--- src/rtl/ext_shift_unit_if.sv ---
// Request/response bundle of the iterative extender/shifter.
// Both directions use valid/ready: a transfer happens on a rising edge where valid and ready are both high.
interface ext_shift_unit_if #(
   parameter int WORD_SIZE = 16,
   parameter int AMT_W     = $clog2(WORD_SIZE) + 1
);
   logic                 in_valid;
   logic                 in_ready;
   logic [2:0]           mode;
   logic [AMT_W-1:0]     amount;
   logic [WORD_SIZE-1:0] data;
   logic                 out_valid;
   logic                 out_ready;
   logic [WORD_SIZE-1:0] result;

   modport master (
      output in_valid, mode, amount, data, out_ready,
      input  in_ready, out_valid, result
   );

   modport slave (
      input  in_valid, mode, amount, data, out_ready,
      output in_ready, out_valid, result
   );
endinterface

--- src/rtl/ext_shift_unit.sv ---
// Multicycle sign/zero extender and shifter: a LEFT phase then a RIGHT phase,
// each moving up to STEP bits per cycle through one working register.
module ext_shift_unit #(
   parameter int WORD_SIZE = 16,
   parameter int STEP      = 1,
   parameter int AMT_W     = $clog2(WORD_SIZE) + 1
) (
   input  logic               clk,
   input  logic               reset_n,
   ext_shift_unit_if.slave    bus,
   output logic [1:0]         dbg_state
);

   localparam logic [1:0] S_IDLE  = 2'd0;
   localparam logic [1:0] S_LEFT  = 2'd1;
   localparam logic [1:0] S_RIGHT = 2'd2;
   localparam logic [1:0] S_DONE  = 2'd3;

   localparam logic [2:0] M_SEXT = 3'd0;
   localparam logic [2:0] M_ZEXT = 3'd1;
   localparam logic [2:0] M_SHL  = 3'd2;
   localparam logic [2:0] M_SHR  = 3'd3;
   localparam logic [2:0] M_SAR  = 3'd4;

   localparam logic [AMT_W-1:0] WS_A   = AMT_W'(WORD_SIZE);
   localparam logic [AMT_W-1:0] STEP_A = AMT_W'(STEP);

   logic [1:0]           state;
   logic [WORD_SIZE-1:0] work;
   logic [2:0]           mode_q;
   logic [AMT_W-1:0]     rem_l;
   logic [AMT_W-1:0]     rem_r;

   logic                 accept;
   logic [AMT_W-1:0]     amt_c;
   logic [AMT_W-1:0]     n_l;
   logic [AMT_W-1:0]     n_r;
   logic [AMT_W-1:0]     rem_cur;
   logic [AMT_W-1:0]     step_n;
   logic [AMT_W-1:0]     rem_next;
   logic                 arith;
   logic [WORD_SIZE-1:0] shl_v;
   logic [WORD_SIZE-1:0] shr_v;

   assign accept        = bus.in_valid && (state == S_IDLE);
   assign bus.in_ready  = (state == S_IDLE);
   assign bus.out_valid = (state == S_DONE);
   assign bus.result    = work;
   assign dbg_state     = state;

   // Extension is a left shift that parks the field at the MSB, then a right
   // shift back by the same count that fills with sign or zero.
   always_comb begin
      amt_c = (bus.amount > WS_A) ? WS_A : bus.amount;
      n_l   = '0;
      n_r   = '0;
      case (bus.mode)
         M_SEXT, M_ZEXT: begin
            n_l = WS_A - amt_c;
            n_r = WS_A - amt_c;
         end
         M_SHL:         n_l = amt_c;
         M_SHR, M_SAR:  n_r = amt_c;
         default:       ;
      endcase
   end

   // The last step of a phase only moves the remaining bits, never a full STEP.
   always_comb begin
      rem_cur  = (state == S_LEFT) ? rem_l : rem_r;
      step_n   = (rem_cur < STEP_A) ? rem_cur : STEP_A;
      rem_next = rem_cur - step_n;
      arith    = (mode_q == M_SEXT) || (mode_q == M_SAR);
      shl_v    = work << step_n;
      shr_v    = arith ? WORD_SIZE'($signed(work) >>> step_n) : (work >> step_n);
   end

   always_ff @(posedge clk or negedge reset_n) begin
      if (!reset_n) begin
         state  <= S_IDLE;
         work   <= '0;
         mode_q <= '0;
         rem_l  <= '0;
         rem_r  <= '0;
      end else begin
         case (state)
            S_IDLE: begin
               if (accept) begin
                  work   <= bus.data;
                  mode_q <= bus.mode;
                  rem_l  <= n_l;
                  rem_r  <= n_r;
                  if (n_l != '0)      state <= S_LEFT;
                  else if (n_r != '0) state <= S_RIGHT;
                  else                state <= S_DONE;
               end
            end
            S_LEFT: begin
               work  <= shl_v;
               rem_l <= rem_next;
               if (rem_next == '0) state <= (rem_r != '0) ? S_RIGHT : S_DONE;
            end
            S_RIGHT: begin
               work  <= shr_v;
               rem_r <= rem_next;
               if (rem_next == '0) state <= S_DONE;
            end
            S_DONE: begin
               if (bus.out_ready) state <= S_IDLE;
            end
            default: state <= S_IDLE;
         endcase
      end
   end

endmodule

--- src/flat_wrapper.sv ---
// flat-port wrapper written by rule: the top's interface ports become plain ports
module ext_shift_unit_flat 
#(
   parameter int WORD_SIZE = 16,
   parameter int STEP      = 1,
   parameter int AMT_W     = $clog2(WORD_SIZE) + 1
)
  (clk, reset_n, dbg_state, bus_in_valid, bus_mode, bus_amount, bus_data, bus_out_ready, bus_in_ready, bus_out_valid, bus_result);
  ext_shift_unit_if #(.WORD_SIZE(WORD_SIZE), .AMT_W(AMT_W)) bus_i ();
  input  logic clk;
  input  logic reset_n;
  output logic [1:0] dbg_state;
  input wire logic [$bits(bus_i.in_valid)-1:0] bus_in_valid;
  input wire logic [$bits(bus_i.mode)-1:0] bus_mode;
  input wire logic [$bits(bus_i.amount)-1:0] bus_amount;
  input wire logic [$bits(bus_i.data)-1:0] bus_data;
  input wire logic [$bits(bus_i.out_ready)-1:0] bus_out_ready;
  output wire logic [$bits(bus_i.in_ready)-1:0] bus_in_ready;
  output wire logic [$bits(bus_i.out_valid)-1:0] bus_out_valid;
  output wire logic [$bits(bus_i.result)-1:0] bus_result;
  assign bus_i.in_valid = bus_in_valid;
  assign bus_i.mode = bus_mode;
  assign bus_i.amount = bus_amount;
  assign bus_i.data = bus_data;
  assign bus_i.out_ready = bus_out_ready;
  assign bus_in_ready = bus_i.in_ready;
  assign bus_out_valid = bus_i.out_valid;
  assign bus_result = bus_i.result;
  ext_shift_unit #(.WORD_SIZE(WORD_SIZE), .STEP(STEP), .AMT_W(AMT_W)) u_core (.clk(clk), .reset_n(reset_n), .bus(bus_i), .dbg_state(dbg_state));
endmodule
--- config.mk ---
export PLATFORM = sky130hd
export DESIGN_NAME = ext_shift_unit_flat
export DESIGN_NICKNAME = d
export VERILOG_FILES = /design/src/rtl/ext_shift_unit_if.sv /design/src/rtl/ext_shift_unit.sv /design/src/flat_wrapper.sv
export SDC_FILE = /design/constraint.sdc
export NUM_CORES = 1
export LEC_CHECK = 0
export BUFFER_PORTS_ARGS = -buffer_cell sky130_fd_sc_hd__clkbuf_2
export CAP_MARGIN = 20
export CORE_MARGIN = 3
export CORE_UTILIZATION = 40
export CTS_BUF_LIST = sky130_fd_sc_hd__clkbuf_2
export CTS_CLUSTER_SIZE = 40
export DETAILED_ROUTE_END_ITERATION = 8
export GPL_TIMING_DRIVEN = 0
export MAX_ROUTING_LAYER = met4
export PLACE_DENSITY = 0.74
export SYNTH_ARGS = -nofsm -noshare
export SYNTH_HDL_FRONTEND = slang
export SYNTH_SLANG_ARGS = --single-unit
export TNS_END_PERCENT = 50
--- constraint.sdc ---
create_clock -name clk -period 7.25 [get_ports clk]
set_clock_uncertainty 0.2 [all_clocks]
set_input_delay 1.45 -clock clk [delete_from_list [all_inputs] [get_ports clk]]
set_output_delay 1.45 -clock clk [all_outputs]
set_load 0.01 [all_outputs]
Word-level counts from Yosys, hierarchy flattened
Index checks and enable logic that the tools add are counted.

Magnitude comparators: 2. $add $sub $neg: 2. Bitwise operators: 0. Reduce and logical (&&, ||, !) cells: 19. Div/mod/pow operators: 0. Multipliers: 0. Eq/ne operators: 12. Multiplexer cells: 20. Shift operators: 3.

Operator list (count): one-hot mux 16 bit (3 select lines) (1); one-hot mux 5 bit (2 select lines) (4); two-way mux 16 bit (2); two-way mux 5 bit (5); left shift 16 x 5 -> 16 bit (1); >> shifter 16 x 5 -> 16 bit (1); >>> shifter 16 x 5 -> 16 bit (1); nonzero test 5 bit (3); two-way mux 2 bit (5); one-hot mux 2 bit (4 select lines) (1); AND reduction 2 bit (4); equality test 3 x 2 -> 1 bit, second input constant (2); equality test 3 bit, second input constant (2); zero test 3 bit (2); greater-than comparator 5 bit, second input constant (1); zero test 5 bit (1); < comparator 5 x 1 -> 1 bit, second input constant (1); subtractor 5 bit (1); subtractor 5 bit, first input constant (1); equality test 2 bit, second input constant (2); inequality test 2 x 1 -> 1 bit, second input constant (2); inequality test 2 bit, second input constant (2); AND reduction 4 bit (1); nonzero test 2 bit (2); 8 further kinds (10).

Memories: 0. Bits in writable memories: 0. Bits in latches: 0. ROM bits: 0. Output and inout port bits: 20. Input bits: 28. Logic and storage cells: 63. Register bits after elaboration: 31.

Logic depth before layout (Yosys ltp)
Depth in word-level cells: 9. Gate-level depth with buffers: 13. Gate-level depth less buffers: 11.

Worst setup path before layout
OpenSTA, ideal clock, no wires.

Kind: input to register. From: input port bus_amount[4]. To: register u_core.state[1], in the netlist u_core.dbg_state[1]. Setup time: 133 ps. Arrival: 3000 ps. Cell stages on the path: 8. Slack: 3917 ps. Cells stage by stage: buf_2 nand2b_1 ha_1 or4b_1 a211oi_2 nand4b_1 o32a_1 a21oi_1.

Longest elaborated chain between the ends: 8.

RTL lines: start: declaration (RTL line flat_wrapper.sv:15) `input wire logic [$bits(bus_i.amount)-1:0] bus_amount;`; greater-than comparator 5 bit (RTL line ext_shift_unit.sv:54) `amt_c = (bus.amount > WS_A) ? WS_A : bus.amount;`; two-way mux 5 bit * (RTL line ext_shift_unit.sv:54); subtractor 5 bit (RTL line ext_shift_unit.sv:59) `n_l = WS_A - amt_c;`; one-hot mux 5 bit (2 select lines) * (RTL line ext_shift_unit.sv:57) `case (bus.mode)`; nonzero test 5 bit * (RTL line ext_shift_unit.sv:93) `if (n_l != '0) state <= S_LEFT;`; two-way mux 2 bit * (RTL line ext_shift_unit.sv:93); two-way mux 2 bit * (RTL line ext_shift_unit.sv:88) `if (accept) begin`; one-hot mux 2 bit (4 select lines) * (RTL line ext_shift_unit.sv:86) `case (state)`; end signal: assignment (RTL line ext_shift_unit.sv:101) `if (rem_next == '0) state <= (rem_r != '0) ? S_RIGHT : S_DONE;`; end: declaration (RTL line ext_shift_unit.sv:28) `logic [1:0] state;`.

Every way passes the cells marked *; elsewhere a longest branch is shown, timed or not. The select of a mux whose other input is x is not followed. A chain may end at the register's enable or synchronous reset.

Worst setup path after layout
Ends and elaborated chain as after synthesis.

==> impl_metrics.py <==
metrics = {
    "synth": {
        "ys_types": 57,
        "yosysWarnings": 0,
        "synth-seq-area-share": 0.3313,
        "synth_seq_cells": 30,
        "netlist_area_sq_um": 2266,
        "synthCells": 266,
        "syn-num-nets": 300,
        "postSynthAreaPerCell_sq_um": 8.519,
        "async_flop_share": 1.000,
        "synth_edf_count": 0,
        "ys.flop_type": "dfrtp_1",
    },
    "drt": {
        "first_iter_violations": 218,
        "firstDrtPassIters": 5,
        "wl_per_cell_um": 16.34,
        "final_antenna_net_count": 0,
        "drc": 0,
        "vias_per_cell": 5.995,
        "totalWireLength_um": 6390,
        "vias": 2344,
    },
    "min_path": {
        "hold_start": "u_core.mode_q[1]$_DFFE_PN0P_",
        "hp-class": "register to register",
        "hold_depth": 2,
        "min_to": "u_core.mode_q[1]$_DFFE_PN0P_",
    },
    "clocking": {
        "clk_path_buf_depth": 2,
        "ctsHoldBuffers": 0,
        "cts_tree": "done",
        "cts_made_buffers": 5,
        "worstSkewPairLatency_ps": 390,
        "cts_resized": 0,
        "postCtsSetupRepairBufs": 0,
        "htree_levels": 2,
        "cts.sinks": 30,
        "path_clk_slew_ps": 170,
        "cts-root-buf": "clkbuf_2",
    },
    "setup_path": {
        "endpoint_kind": "register",
        "timing.rr.start": "u_core.dbg_state[1]$_DFFE_PN0P_",
        "critPathMaxFanout": 10,
        "cp.buffers_inverters": 2,
        "crit_family": "simple AND/OR/NAND/NOR gates",
        "cp.required_ps": 7310,
        "worstRegToRegCells": 13,
        "worst_r2r_endpoint": "u_core.rem_r[4]$_DFFE_PN0P_",
        "cp.arrival_ps": 3400,
        "max_stage_delay_ps": 470,
        "regToRegSetupSlack_ps": 4300,
        "crit_slowest_cell": "or4b_1",
        "start_kind": "input pin",
        "critical_path_class": "input pin to register",
        "worstPathCellList": "clkbuf_2, buf_2, nand2b_1, ha_1, or4b_1, a211oi_2, nand4b_1, o32a_1, a21oi_1",
    },
    "global_route": {
        "grt_overflow": 0,
        "grtUsageTotal": 0.2063,
        "grt_pass1_wl_um": 10320,
        "grt_pass1_vias": 2132,
        "antenna_found_initial": 0,
        "grt_max_degree": 31,
    },
    "run_status": {
        "status": "completed",
    },
    "placement": {
        "io_buffers": 47,
        "place_inst": 383,
        "routabilityCongestion": 0.9148,
        "dp_hpwl_um": 4792,
    },
    "cells_and_area": {
        "nets": 354,
        "nFillCells": 524,
        "final_cells": 391,
        "area_growth_pct": 16.07,
        "seq_area_sq_um": 750.7,
        "final_cell_mix": "clkbuf_2, o21ai_0, dfrtp_1, nor2_1",
        "diodes": 0,
        "drive_above_1_share": 0.2555,
        "multiInputGateArea_sq_um": 1366,
        "final_common_cell": "clkbuf_2",
    },
    "timing": {
        "setup_viol": 0,
        "relSlewSlack": 0.4868,
        "slew_violations": 0,
        "max_freq_ghz": 0.2997,
        "hold_violations": 0,
        "fin_crit_ps": 3337,
        "worstMarginPinSlew_ps": 769.8,
        "setup_tns_ps": 0,
        "fin_crit_sh": 0.4603,
        "rsz0062_at_grt": "no",
    },
    "power": {
        "p_total_mw": 1.222,
        "p_leak_nw": 1.055,
        "vdd_drop_max_mv": 0.1607,
        "powerDensity_nw_per_um2": 464.7,
    },
    "floorplanning": {
        "die-area_sq_um": 6604,
        "die_w_um": 81.27,
        "initial_core_util": 0.4273,
        "num_rows": 26,
        "io_pins": 48,
        "die_h_um": 81.27,
        "coreArea_sq_um": 5303,
    },
    "flow_run": {
        "cap_violations": 0,
    },
}
final cells by class:
cell class	count	area share
multi-input combinational	206	0.5195
timing repair buffer	47	0.08944
clock inverter	3	0.006185
buffer	20	0.04234
tap	70	0.03330
sequential	30	0.2854
clock buffer	5	0.009515
inverter	10	0.01427
registers in the layout (all words and copies together) (netlist names):
| signal | cells |
|---|---|
| u_core.mode_q | 2 |
| u_core.rem_l | 5 |
| u_core.rem_r | 5 |
| u_core.dbg_state | 2 |
| u_core.bus.result | 16 |
synth_stat cells (all sizes together), types with 5 or more instances:
master	number	share of area
o21ai	37	0.082
dfrtp	30	0.33
nor2	20	0.033
a31oi	19	0.055
o22ai	18	0.050
a21oi	14	0.031
buf	13	0.038
inv	10	0.017
nor3	9	0.022
nand2b	8	0.022
clkbuf	7	0.012
nor2b	7	0.019
ha	6	0.033
nand2	6	0.0099
nor3b	5	0.017
per-stage QoR:
stage / hold WS [ps] / setup slack (ps) / util / cell area [sq um]
finish: 316.8 / 3913 / 0.4960 / 2630
global placement: 265.1 / 3547 / 0.4882 / 2589
floorplan: 250.5 / 3917 / - / 2266
global route: 363.1 / 3787 / 0.4960 / 2630
detailed placement: 286.0 / 3517 / 0.4882 / 2589
CTS: 322.8 / 3915 / 0.4960 / 2630
worst max path at each step:
stage | start | end | cells after the start | slack [ps]
after detailed placement | bus_amount[4] | u_core.dbg_state[1]$_DFFE_PN0P_ | 9 | 3520
after floorplan | bus_amount[4] | u_core.dbg_state[1]$_DFFE_PN0P_ | 8 | 3920
after global routing | bus_amount[4] | u_core.dbg_state[0]$_DFFE_PN0P_ | 9 | 3790
after CTS | bus_amount[4] | u_core.dbg_state[1]$_DFFE_PN0P_ | 9 | 3920
final | bus_amount[4] | u_core.dbg_state[1]$_DFFE_PN0P_ | 9 | 3910
after global placement | bus_amount[4] | u_core.dbg_state[1]$_DFFE_PN0P_ | 9 | 3550
metal layers:
metal	wire length, um	share of wire	GRT usage
met1	2878	0.45	0.2798
met2	3002	0.47	0.3151
met3	404	0.063	0.03548
met4	104	0.016	0.05912
met5	0	0	-
cells by family (layout without fill, tap and decap cells):
family / Yosys count / after routing / synth area share
muxes: 8 / 8 / 0.03755
adders and majority gates: 6 / 6 / 0.03313
xor gates and xnor gates: 2 / 2 / 0.007732
AOI/OAI and AO/OA: 115 / 115 / 0.3341
buffers and inverters: 30 / 85 / 0.06571
DFF: 30 / 30 / 0.3313
and+or+nand+nor: 75 / 75 / 0.1905
report_power, final:
part / total (mW) / switching [mW] / internal, mW
clock: 0.0866 / 0.0646 / 0.0219
sequential: 0.365 / 0.103 / 0.262
combinational: 0.771 / 0.444 / 0.327
worst min-delay path: stages, from the launching register on:
cell and delay, ps:
dfrtp_1 380, nand2_1 50, o21ai_0 60
No activity file was read; power rests on OpenSTA's default activity.
